## src/rtl/pifo_pkg.sv

```systemverilog
// Shared definitions for the PIFO tag insertion path.
// Holds the info-word geometry, base tuser width and the inserter FSM encoding.
// Info words are carried opaquely; the field offsets exist for the scheduler side.
package pifo_pkg;

  // Width of the per-packet info word and of the standard SUME metadata
  localparam int PIFO_INFO_BITS  = 32;
  localparam int BASE_TUSER_BITS = 128;

  // Field layout of the info word as the scheduler interprets it
  localparam int INFO_VALID_BIT  = 31;
  localparam int INFO_RANK_MSB   = 30;
  localparam int INFO_RANK_LSB   = 15;
  localparam int INFO_FIELD_MSB  = 14;
  localparam int INFO_FIELD_LSB  = 0;

  // Packet-position state of the inserter
  typedef enum logic {
    ST_SOP = 1'b0,
    ST_MID = 1'b1
  } fsm_state_t;

  // Extracts the rank field, for consumers that decode the info word
  function automatic logic [INFO_RANK_MSB-INFO_RANK_LSB:0] info_rank(
    input logic [PIFO_INFO_BITS-1:0] info
  );
    return info[INFO_RANK_MSB:INFO_RANK_LSB];
  endfunction

endpackage

```

## src/rtl/pifo_info_fifo.sv

```systemverilog
// Synchronous FIFO holding per-packet info words until their packet starts.
// Latency: a pushed word appears at head the cycle after the push (no bypass).
// Backpressure: push ignored when full, pop ignored when empty; flags are registered state.
module pifo_info_fifo #(
  parameter int WIDTH      = 32,
  parameter int DEPTH_BITS = 2
) (
  input  logic             clk,
  input  logic             rst_n,
  input  logic             push,
  input  logic [WIDTH-1:0] push_data,
  input  logic             pop,
  output logic [WIDTH-1:0] head,
  output logic             full,
  output logic             empty
);

  localparam int DEPTH = 1 << DEPTH_BITS;
  localparam logic [DEPTH_BITS:0] FULL_COUNT = (DEPTH_BITS+1)'(DEPTH);

  logic [WIDTH-1:0]      mem [DEPTH];
  logic [DEPTH_BITS-1:0] wr_ptr;
  logic [DEPTH_BITS-1:0] rd_ptr;
  logic [DEPTH_BITS:0]   count;
  logic                  do_push;
  logic                  do_pop;

  assign full    = (count == FULL_COUNT);
  assign empty   = (count == '0);
  assign do_push = push && !full;
  assign do_pop  = pop && !empty;
  assign head    = mem[rd_ptr];

  // Storage, pointers and occupancy; simultaneous push and pop leave count unchanged
  always_ff @(posedge clk or negedge rst_n) begin
    if (!rst_n) begin
      wr_ptr <= '0;
      rd_ptr <= '0;
      count  <= '0;
      for (int i = 0; i < DEPTH; i++) mem[i] <= '0;
    end else begin
      if (do_push) begin
        mem[wr_ptr] <= push_data;
        wr_ptr      <= wr_ptr + 1'b1;
      end
      if (do_pop) rd_ptr <= rd_ptr + 1'b1;
      unique case ({do_push, do_pop})
        2'b10:   count <= count + 1'b1;
        2'b01:   count <= count - 1'b1;
        default: count <= count;
      endcase
    end
  end

endmodule

```

## src/rtl/pifo_tag_inserter.sv

```systemverilog
// Merges the per-packet PIFO info word into tuser[159:128] of every beat of its packet.
// Latency: 1 cycle from accepted input beat to m_axis_tvalid; 1 beat/cycle sustained.
// Backpressure: SOP beats stall until info is queued; a registered 2-entry skid keeps tready off m_axis_tready.
module pifo_tag_inserter
  import pifo_pkg::*;
#(
  parameter int DATA_WIDTH           = 256,
  parameter int C_S_AXIS_TUSER_WIDTH = BASE_TUSER_BITS,
  parameter int C_M_AXIS_TUSER_WIDTH = BASE_TUSER_BITS + PIFO_INFO_BITS,
  parameter int PIFO_INFO_LENGTH     = PIFO_INFO_BITS,
  parameter int INFO_FIFO_DEPTH_BITS = 2,
  parameter int C_S_AXI_DATA_WIDTH   = 32
) (
  input  logic                            axis_aclk,
  input  logic                            axis_resetn,
  input  logic [DATA_WIDTH-1:0]           s_axis_tdata,
  input  logic [DATA_WIDTH/8-1:0]         s_axis_tkeep,
  input  logic [C_S_AXIS_TUSER_WIDTH-1:0] s_axis_tuser,
  input  logic                            s_axis_tvalid,
  input  logic                            s_axis_tlast,
  output logic                            s_axis_tready,
  input  logic [PIFO_INFO_LENGTH-1:0]     s_pifo_info_tdata,
  input  logic                            s_pifo_info_tvalid,
  output logic                            s_pifo_info_tready,
  output logic [DATA_WIDTH-1:0]           m_axis_tdata,
  output logic [DATA_WIDTH/8-1:0]         m_axis_tkeep,
  output logic [C_M_AXIS_TUSER_WIDTH-1:0] m_axis_tuser,
  output logic                            m_axis_tvalid,
  output logic                            m_axis_tlast,
  input  logic                            m_axis_tready,
  output logic [C_S_AXI_DATA_WIDTH-1:0]   pkt_tagged,
  output logic [C_S_AXI_DATA_WIDTH-1:0]   info_stall_cycles
);

  typedef struct packed {
    logic [DATA_WIDTH-1:0]           tdata;
    logic [DATA_WIDTH/8-1:0]         tkeep;
    logic [C_M_AXIS_TUSER_WIDTH-1:0] tuser;
    logic                            tlast;
  } beat_t;

  localparam logic [C_S_AXI_DATA_WIDTH-1:0] CNT_ONE = 1;

  fsm_state_t                  state;
  logic [PIFO_INFO_LENGTH-1:0] cur_info;
  logic [PIFO_INFO_LENGTH-1:0] fifo_head;
  logic [PIFO_INFO_LENGTH-1:0] beat_info;
  logic                        fifo_full;
  logic                        fifo_empty;
  logic                        info_push;

  beat_t                       skid [2];
  beat_t                       in_beat;
  logic                        skid_rd;
  logic                        skid_wr;
  logic [1:0]                  skid_cnt;
  logic [1:0]                  skid_cnt_nxt;
  logic                        skid_has_space;

  logic                        in_rdy;
  logic                        in_fire;
  logic                        sop_fire;
  logic                        out_vld;
  logic                        out_fire;

  pifo_info_fifo #(
    .WIDTH      (PIFO_INFO_LENGTH),
    .DEPTH_BITS (INFO_FIFO_DEPTH_BITS)
  ) u_info_fifo (
    .clk       (axis_aclk),
    .rst_n     (axis_resetn),
    .push      (info_push),
    .push_data (s_pifo_info_tdata),
    .pop       (sop_fire),
    .head      (fifo_head),
    .full      (fifo_full),
    .empty     (fifo_empty)
  );

  // Input acceptance, tag selection and skid occupancy update
  always_comb begin
    info_push     = s_pifo_info_tvalid && axis_resetn && !fifo_full;
    in_rdy        = axis_resetn && skid_has_space && ((state == ST_MID) || !fifo_empty);
    in_fire       = s_axis_tvalid && in_rdy;
    sop_fire      = in_fire && (state == ST_SOP);
    beat_info     = (state == ST_SOP) ? fifo_head : cur_info;
    in_beat.tdata = s_axis_tdata;
    in_beat.tkeep = s_axis_tkeep;
    in_beat.tuser = {beat_info, s_axis_tuser};
    in_beat.tlast = s_axis_tlast;
    out_vld       = (skid_cnt != 2'd0);
    out_fire      = out_vld && m_axis_tready;
    unique case ({in_fire, out_fire})
      2'b10:   skid_cnt_nxt = skid_cnt + 2'd1;
      2'b01:   skid_cnt_nxt = skid_cnt - 2'd1;
      default: skid_cnt_nxt = skid_cnt;
    endcase
  end

  assign s_axis_tready      = in_rdy;
  assign s_pifo_info_tready = axis_resetn && !fifo_full;
  assign m_axis_tvalid      = out_vld;
  assign m_axis_tdata       = skid[skid_rd].tdata;
  assign m_axis_tkeep       = skid[skid_rd].tkeep;
  assign m_axis_tuser       = skid[skid_rd].tuser;
  assign m_axis_tlast       = skid[skid_rd].tlast;

  // Packet-position FSM; latches the SOP info so later beats of the packet reuse it
  always_ff @(posedge axis_aclk or negedge axis_resetn) begin
    if (!axis_resetn) begin
      state    <= ST_SOP;
      cur_info <= '0;
    end else begin
      unique case (state)
        ST_SOP: if (in_fire) begin
          cur_info <= fifo_head;
          state    <= s_axis_tlast ? ST_SOP : ST_MID;
        end
        ST_MID: if (in_fire && s_axis_tlast) state <= ST_SOP;
        default: state <= ST_SOP;
      endcase
    end
  end

  // Two-entry output skid; space flag is registered from next occupancy so ready has no path from m_axis_tready
  always_ff @(posedge axis_aclk or negedge axis_resetn) begin
    if (!axis_resetn) begin
      skid[0]        <= '0;
      skid[1]        <= '0;
      skid_rd        <= 1'b0;
      skid_wr        <= 1'b0;
      skid_cnt       <= 2'd0;
      skid_has_space <= 1'b1;
    end else begin
      if (in_fire) begin
        skid[skid_wr] <= in_beat;
        skid_wr       <= ~skid_wr;
      end
      if (out_fire) skid_rd <= ~skid_rd;
      skid_cnt       <= skid_cnt_nxt;
      skid_has_space <= (skid_cnt_nxt != 2'd2);
    end
  end

  // Statistics: packets leaving and SOP cycles blocked on missing info, both wrapping
  always_ff @(posedge axis_aclk or negedge axis_resetn) begin
    if (!axis_resetn) begin
      pkt_tagged        <= '0;
      info_stall_cycles <= '0;
    end else begin
      if (out_fire && m_axis_tlast) pkt_tagged <= pkt_tagged + CNT_ONE;
      if ((state == ST_SOP) && s_axis_tvalid && fifo_empty)
        info_stall_cycles <= info_stall_cycles + CNT_ONE;
    end
  end

endmodule
```

## config.mk

```make
export PLATFORM = sky130hd
export DESIGN_NAME = pifo_tag_inserter
export DESIGN_NICKNAME = d
export VERILOG_FILES = /design/src/rtl/pifo_pkg.sv /design/src/rtl/pifo_info_fifo.sv /design/src/rtl/pifo_tag_inserter.sv
export SDC_FILE = /design/constraint.sdc
export NUM_CORES = 1
export LEC_CHECK = 0
export CORE_AREA = 2 2 374 376
export DETAILED_ROUTE_END_ITERATION = 16
export DIE_AREA = 0 0 376 378
export PLACE_DENSITY = 0.67
export SYNTH_ARGS = -nofsm -noshare
export SYNTH_HDL_FRONTEND = slang
export SYNTH_SLANG_ARGS = --single-unit
export TNS_END_PERCENT = 1
```

## constraint.sdc

```tcl
create_clock -name axis_aclk -period 4.41 [get_ports axis_aclk]
set_input_delay 0.882 -clock axis_aclk [delete_from_list [all_inputs] [get_ports axis_aclk]]
set_output_delay 0.882 -clock axis_aclk [all_outputs]
set_load 0.02 [all_outputs]
```

==> impl_metrics.py, run 1 <==
metrics = {
    "floorplanning": {
        "die_area_um2": 142000,
        "die_height_um": 378,
        "start_util": 0.368,
        "core.rowCount": 137,
        "core-area_um2": 139000,
        "io_pins": 970,
        "chipWidth_um": 376,
    },
    "clocking": {
        "cts_resized": 0,
        "cts.sinks": 1135,
        "cts_tree": "done",
        "htreeDepth": 4,
        "post_cts_buffers": 0,
        "clkTransAtPathRegs_ps": 50,
        "cts_buffers": 132,
        "cts.path.max_buffers": 3,
        "root_buffer": "clkbuf_16",
        "ctsHoldBuffers": 0,
        "clk_latency_ps": 730,
    },
    "pwr": {
        "total_leakage_power_nw": 28.4,
        "p_int_mw": 37.1,
        "irDropWorstVdd_mv": 0.426,
        "powerDensity_nw_per_um2": 835,
        "fin_total_pwr_mw": 55.9,
        "swShare": 0.338,
        "clkPwrFrac": 0.197,
        "pwr-share-seq": 0.323,
        "p_switching_mw": 18.9,
        "p_comb_frac": 0.480,
    },
    "yosys": {
        "syn_inst": 3149,
        "synth.avg_cell_area_um2": 16.2,
        "netlist_area_um2": 50900,
        "synthesis.nets": 3612,
        "synth_cell_types": 39,
        "synth_ff_type": "dfrtp_1",
        "yosysSeqAreaShare": 0.558,
        "synth-seq-cells": 1135,
        "yosysWarnings": 0,
        "async_flop_share": 1.00,
        "synth_edf_count": 0,
    },
    "placed_design": {
        "place_inst": 5813,
        "io_buffer_count": 969,
        "place_congestion": 0.881,
        "dp_hpwl_um": 101000,
    },
    "timing": {
        "hold-worst-slack_ps": 198,
        "setup_violations": 0,
        "relSlewSlack": 0.337,
        "finalMaxSlewViolations": 0,
        "tightest_slew_ps": 995,
        "fmax_mhz": 254,
        "period_minus_slack_ps": 3930,
        "report.final.hold_viol_count": 0,
        "fin_crit_sh": 0.892,
        "tns_ps": 0,
        "finClkSkew_ps": 14.8,
        "rsz0062_at_grt": "false",
    },
    "worst_setup_path": {
        "end_kind": "output port",
        "crit_fanout": 36,
        "cp.arrival_ps": 3050,
        "path_class": "reg2out",
        "cp_data_required_time_ps": 3530,
        "startpoint_type": "flop",
        "worstRegToRegCells": 5,
    },
    "detailed_routing": {
        "first_pass_iters": 5,
        "drt_wl_total_um": 142000,
        "vias": 30200,
        "drcViolationCount": 0,
        "drt_iter0_drc": 1436,
        "drtAntennaViolNets": 0,
        "wl_per_cell_um": 23.5,
        "via_per_inst": 4.99,
    },
    "grt": {
        "grt_first_pass_wirelength_um": 212000,
        "grtUsageTotal": 0.196,
        "overflow": 0,
        "first_global_vias": 32000,
        "grt_max_degree": 165,
        "antenna_found_initial": 52,
    },
    "cells_and_area": {
        "stdcell_count": 6066,
        "nNetsFinal": 4603,
        "area_growth_pct": 31.4,
        "fin_util": 0.484,
        "drive_gt1_frac": 0.437,
    },
    "hold_path": {
        "hp-class": "in2async",
    },
    "run_status": {
        "status": "finished clean",
    },
    "flow_run": {
        "cap_viol_max_count": 0,
    },
}
## power groups by stage
stage / Combinational, mW / Clock (mW) / Sequential, mW
floorplan: 17.1 / 0 / 17.3
global placement: 26.8 / 0 / 17.9
detailed placement: 27.0 / 0 / 18.1
CTS: 27.1 / 11.3 / 18.0
global route: 28.2 / 11.8 / 18.7
finish: 26.8 / 11.0 / 18.1
## cell families (layout without fill, tap and decap cells)
kind of cell | after synthesis | count (layout) | synth area share
flops | 1135 | 1135 | 0.558
xor+xnor | 73 | 73 | 0.0125
fa+ha+maj | 9 | 9 | 0.00236
other cells | 0 | 20 | 0
mux | 1573 | 1573 | 0.384
buf+inv | 199 | 1289 | 0.0260
simple gates | 155 | 155 | 0.0167
compound gates | 5 | 5 | 0.000663
## area by class of cell
cell class | count | area, um2
fill | 12000 | 71500
sequential | 1135 | 28400
multi-input combinational | 1815 | 21200
timing repair buffer | 1038 | 10600
clock buffer | 201 | 3970
tap | 1807 | 2260
clock inverter | 32 | 414
inverter | 18 | 67.6
antenna | 20 | 50.0
## cells in the final DEF, fill, tap and decap left out, types with 2 or more instances in the layout
cell / n
mux2_2: 1139
dfrtp_1: 1131
clkdlybuf4s50_1: 968
mux2_4: 400
clkbuf_16: 136
buf_4: 42
xor2_1: 40
nand2_1: 38
xnor2_1: 33
clkbuf_1: 33
mux4_2: 32
clkbuf_8: 32
buf_12: 27
diode_2: 20
nand4_1: 20
nand3_1: 19
inv_1: 18
nor4_1: 17
nor2_1: 16
nor3_1: 15
clkinv_2: 13
and4_1: 8
and3_1: 8
ha_1: 8
bufinv_16: 6
inv_6: 4
inv_16: 3
clkinv_8: 3
mux2i_1: 2
or4_1: 2
o21ai_0: 2
dfrtp_2: 2
clkinv_4: 2
## stage by stage
step / instance area (um2) / worst slack (ps)
floorplan: 50900 / 1560
global placement: 62500 / 1090
detailed placement: 62500 / 1080
CTS: 66900 / 360
global route: 67000 / 329
finish: 67000 / 478
## registers in the layout, summed over array words and instances, names as in the netlist, named ones only
signal / count
cur_info: 32
skid_rd: 1
skid: 898
info_stall_cycles: 32
u_info_fifo.mem: 128
pkt_tagged: 32
skid_has_space: 1
u_info_fifo.count: 3
skid_cnt: 2
u_info_fifo.wr_ptr: 2
u_info_fifo.rd_ptr: 2
skid_wr: 1
## per-layer routing
layer,share of wire,up-vias,track usage
li1,-,13300,-
met1,0.42,15800,0.244
met2,0.48,798,0.317
met3,0.064,281,0.0588
met4,0.034,32,0.0804
met5,0.0015,-,0
## synth_stat cells, types with 2 or more instances
library cell     n  area share
mux2i_1          2     0.00039
buf_2           50      0.0049
nor2_1          16      0.0012
nor3_1          15      0.0015
nand3_1         19      0.0019
and4_1           8      0.0014
o21ai_0          2     0.00020
mux2_2        1139        0.25
mux4_2          32       0.014
inv_1           18      0.0013
buf_6           67       0.015
dfrtp_1       1134        0.56
nand2_1         38      0.0028
buf_4            3     0.00044
nor2_2           2     0.00025
xor2_1          40      0.0069
or4_1            2     0.00029
clkbuf_1        60      0.0044
mux2_4         400        0.12
nand4_1         20      0.0025
xnor2_1         33      0.0057
ha_1             8      0.0020
and3_1           9      0.0011
nor4_1          17      0.0021
## critical path, stage by stage (launching register included)
cell and delay, ps:
dfrtp_4 720, buf_12 280, buf_12 270, mux2_2 380, clkdlybuf4s50_1 640
## worst paths after layout
kind                                        from                     to  slack, ps
min in group axis_aclk     info_stall_cycles[31]  info_stall_cycles[31]        470
setup / recovery                         skid_rd      m_axis_tdata[250]        480
hold reg to reg            info_stall_cycles[31]  info_stall_cycles[31]        470
hold / removal                       axis_resetn         skid_has_space        200
max in group asynchronous            axis_resetn              skid[826]       2530
setup reg to reg                         skid_rd         pkt_tagged[31]       1830
(Power assumes the default switching activity.)
==> inputs of run 2 (changes only) <==
GPL_ROUTABILITY_DRIVEN = 0   (was default)
SLEW_MARGIN = 0   (was default)
==> results of run 2 <==
Final layout, timing and power as in run 1 (identical DEF).
==> inputs of run 3 (changes only) <==
DONT_BUFFER_PORTS = 1   (was default)
PLACE_DENSITY = 0.58   (was 0.67)
==> run 3 against run 2 <==
Net effect: power shrank 11%; clock power is essentially flat; register-to-register slack lost 210 ps; utilization shrank 7.0 points; highest routed layer unchanged; clock skew grew 23 ps; final cell count shrank 16%; routed wire length shrank 6.9%.
==> impl_metrics.py, run 3 (synthesis results as in run 1) <==
metrics = {
    "placed_design": {
        "place_inst": 4831,
        "dp_hpwl_um": 90800,
        "io_buffer_count": 0,
    },
    "clocking": {
        "cts_buffers": 131,
        "post_cts_buffers": 0,
        "htreeDepth": 4,
        "cts.path.max_buffers": 3,
        "cts_tree": "done",
        "clk_latency_ps": 730,
        "clkTransAtPathRegs_ps": 60,
        "cts_resized": 0,
        "cts.sinks": 1135,
        "root_buffer": "clkbuf_16",
    },
    "grt": {
        "grt_first_pass_wirelength_um": 193000,
        "grtUsageTotal": 0.181,
        "grt_max_degree": 1140,
        "first_global_vias": 27500,
        "overflow": 0,
        "antenna_found_initial": 8,
    },
    "worst_setup_path": {
        "crit_slowest_cell": "buf_16",
        "cp_data_required_time_ps": 3530,
        "end_kind": "output port",
        "cp.arrival_ps": 2890,
        "cpMostUsedCell": "buf_16",
        "cpPeakStageDelay_ps": 640,
        "path_class": "in2out",
        "crit_fanout": 219,
        "startpoint_type": "primary input",
        "crit_path_cell_trace": "buf_16, buf_16, o31a_1",
    },
    "cells_and_area": {
        "final_cell_mix": "mux2_2, dfrtp_1, mux2_4, clkbuf_16, xor2_1",
        "largest_register_ffs": 898,
        "largest-register": "skid",
        "stdcell_count": 5084,
        "area_growth_pct": 12.4,
        "nNetsFinal": 3627,
        "reg_top3": "skid (898), u_info_fifo.mem (128)",
        "drive_gt1_frac": 0.566,
        "num-fill-cells": 12500,
        "mostFrequentLayoutCell": "mux2_2",
    },
    "detailed_routing": {
        "drt_iter0_drc": 1365,
        "drtAntennaViolNets": 0,
        "first_pass_iters": 4,
        "drcViolationCount": 0,
        "drt_wl_total_um": 133000,
        "vias": 26100,
        "via_per_inst": 5.13,
        "wl_per_cell_um": 26.1,
    },
    "floorplanning": {
        "io_pins": 970,
        "chipWidth_um": 376,
        "core-area_um2": 139000,
        "die_area_um2": 142000,
        "die_height_um": 378,
        "start_util": 0.368,
        "core.rowCount": 137,
    },
    "timing": {
        "hold-worst-slack_ps": 185,
        "period_minus_slack_ps": 3780,
        "tightest_slew_ps": 1210,
        "fin_crit_sh": 0.856,
        "finClkSkew_ps": 37.4,
        "tns_ps": 0,
        "fmax_mhz": 265,
        "report.final.hold_viol_count": 0,
        "rsz0062_at_grt": "false",
        "finalMaxSlewViolations": 0,
        "relSlewSlack": 0.196,
        "setup_violations": 0,
    },
    "pwr": {
        "p_switching_mw": 18.2,
        "irDropWorstVdd_mv": 0.366,
        "powerDensity_nw_per_um2": 871,
        "clkPwrFrac": 0.220,
        "p_comb_frac": 0.415,
        "total_leakage_power_nw": 24.6,
        "p_int_mw": 31.6,
        "pwr-share-seq": 0.365,
        "swShare": 0.366,
    },
    "run_status": {
        "status": "finished clean",
    },
    "hold_path": {
        "hp-class": "in2async",
    },
    "flow_run": {
        "cap_viol_max_count": 0,
    },
}
## run 3: stage by stage
step / cell area (um2) / total power [mW] / util / setup slack (ps)
3_5_place_dp: 52700 / 39.1 / 0.380 / 968
3_3_place_gp: 52700 / 38.7 / 0.380 / 1000
2_1_floorplan: 50900 / 34.4 / - / 1560
4_1_cts: 57100 / 50.3 / 0.412 / 611
5_1_grt: 57300 / 52.4 / 0.414 / 229
6_report: 57300 / 49.9 / 0.414 / 635
## run 3: layer usage
layer	track usage	up-vias	share of wire
met5	0	-	0.00020
met4	0.0571	4	0.026
met3	0.0741	185	0.088
li1	-	11400	-
met2	0.300	708	0.49
met1	0.213	13800	0.39
## run 3: final timing paths
path | start | endpoint | slack [ps] | cells past startpoint
setup / recovery | axis_resetn | s_pifo_info_tready | 630 | 3
hold / removal | axis_resetn | skid[857] | 190 | 1
setup reg to reg | skid_has_space | skid[92] | 1620 | 6
hold reg to reg | u_info_fifo.mem[55] | u_info_fifo.mem[55] | 500 | 1
max in group asynchronous | axis_resetn | skid[60] | 790 | 4
min in group axis_aclk | s_axis_tlast | flop | 260 | 1
## run 3: cell type report
type | count | area, um2 | share of cell area
Timing Repair Buffer | 63 | 871 | 0.0152
Clock buffer | 205 | 3970 | 0.0694
Tap cell | 1807 | 2260 | 0.0395
Antenna cell | 8 | 20.0 | 0.000350
Clock inverter | 33 | 425 | 0.00743
Multi-Input combinational cell | 1815 | 21200 | 0.371
Inverter | 18 | 67.6 | 0.00118
Sequential cell | 1135 | 28400 | 0.496
## run 3: power by group through the flow
stage	combinational [mW]	clock, mW	sequential [mW]
2_1_floorplan	17.1	0	17.3
3_3_place_gp	20.5	0	18.2
3_5_place_dp	20.8	0	18.3
4_1_cts	20.8	11.3	18.2
5_1_grt	21.8	11.7	18.9
6_report	20.7	11.0	18.2
## run 3: critical path: cells and delay by family
family                 cells  cell delay [ps]
AO/OA/AOI/OAI              1              440
buffers and inverters      2             1260
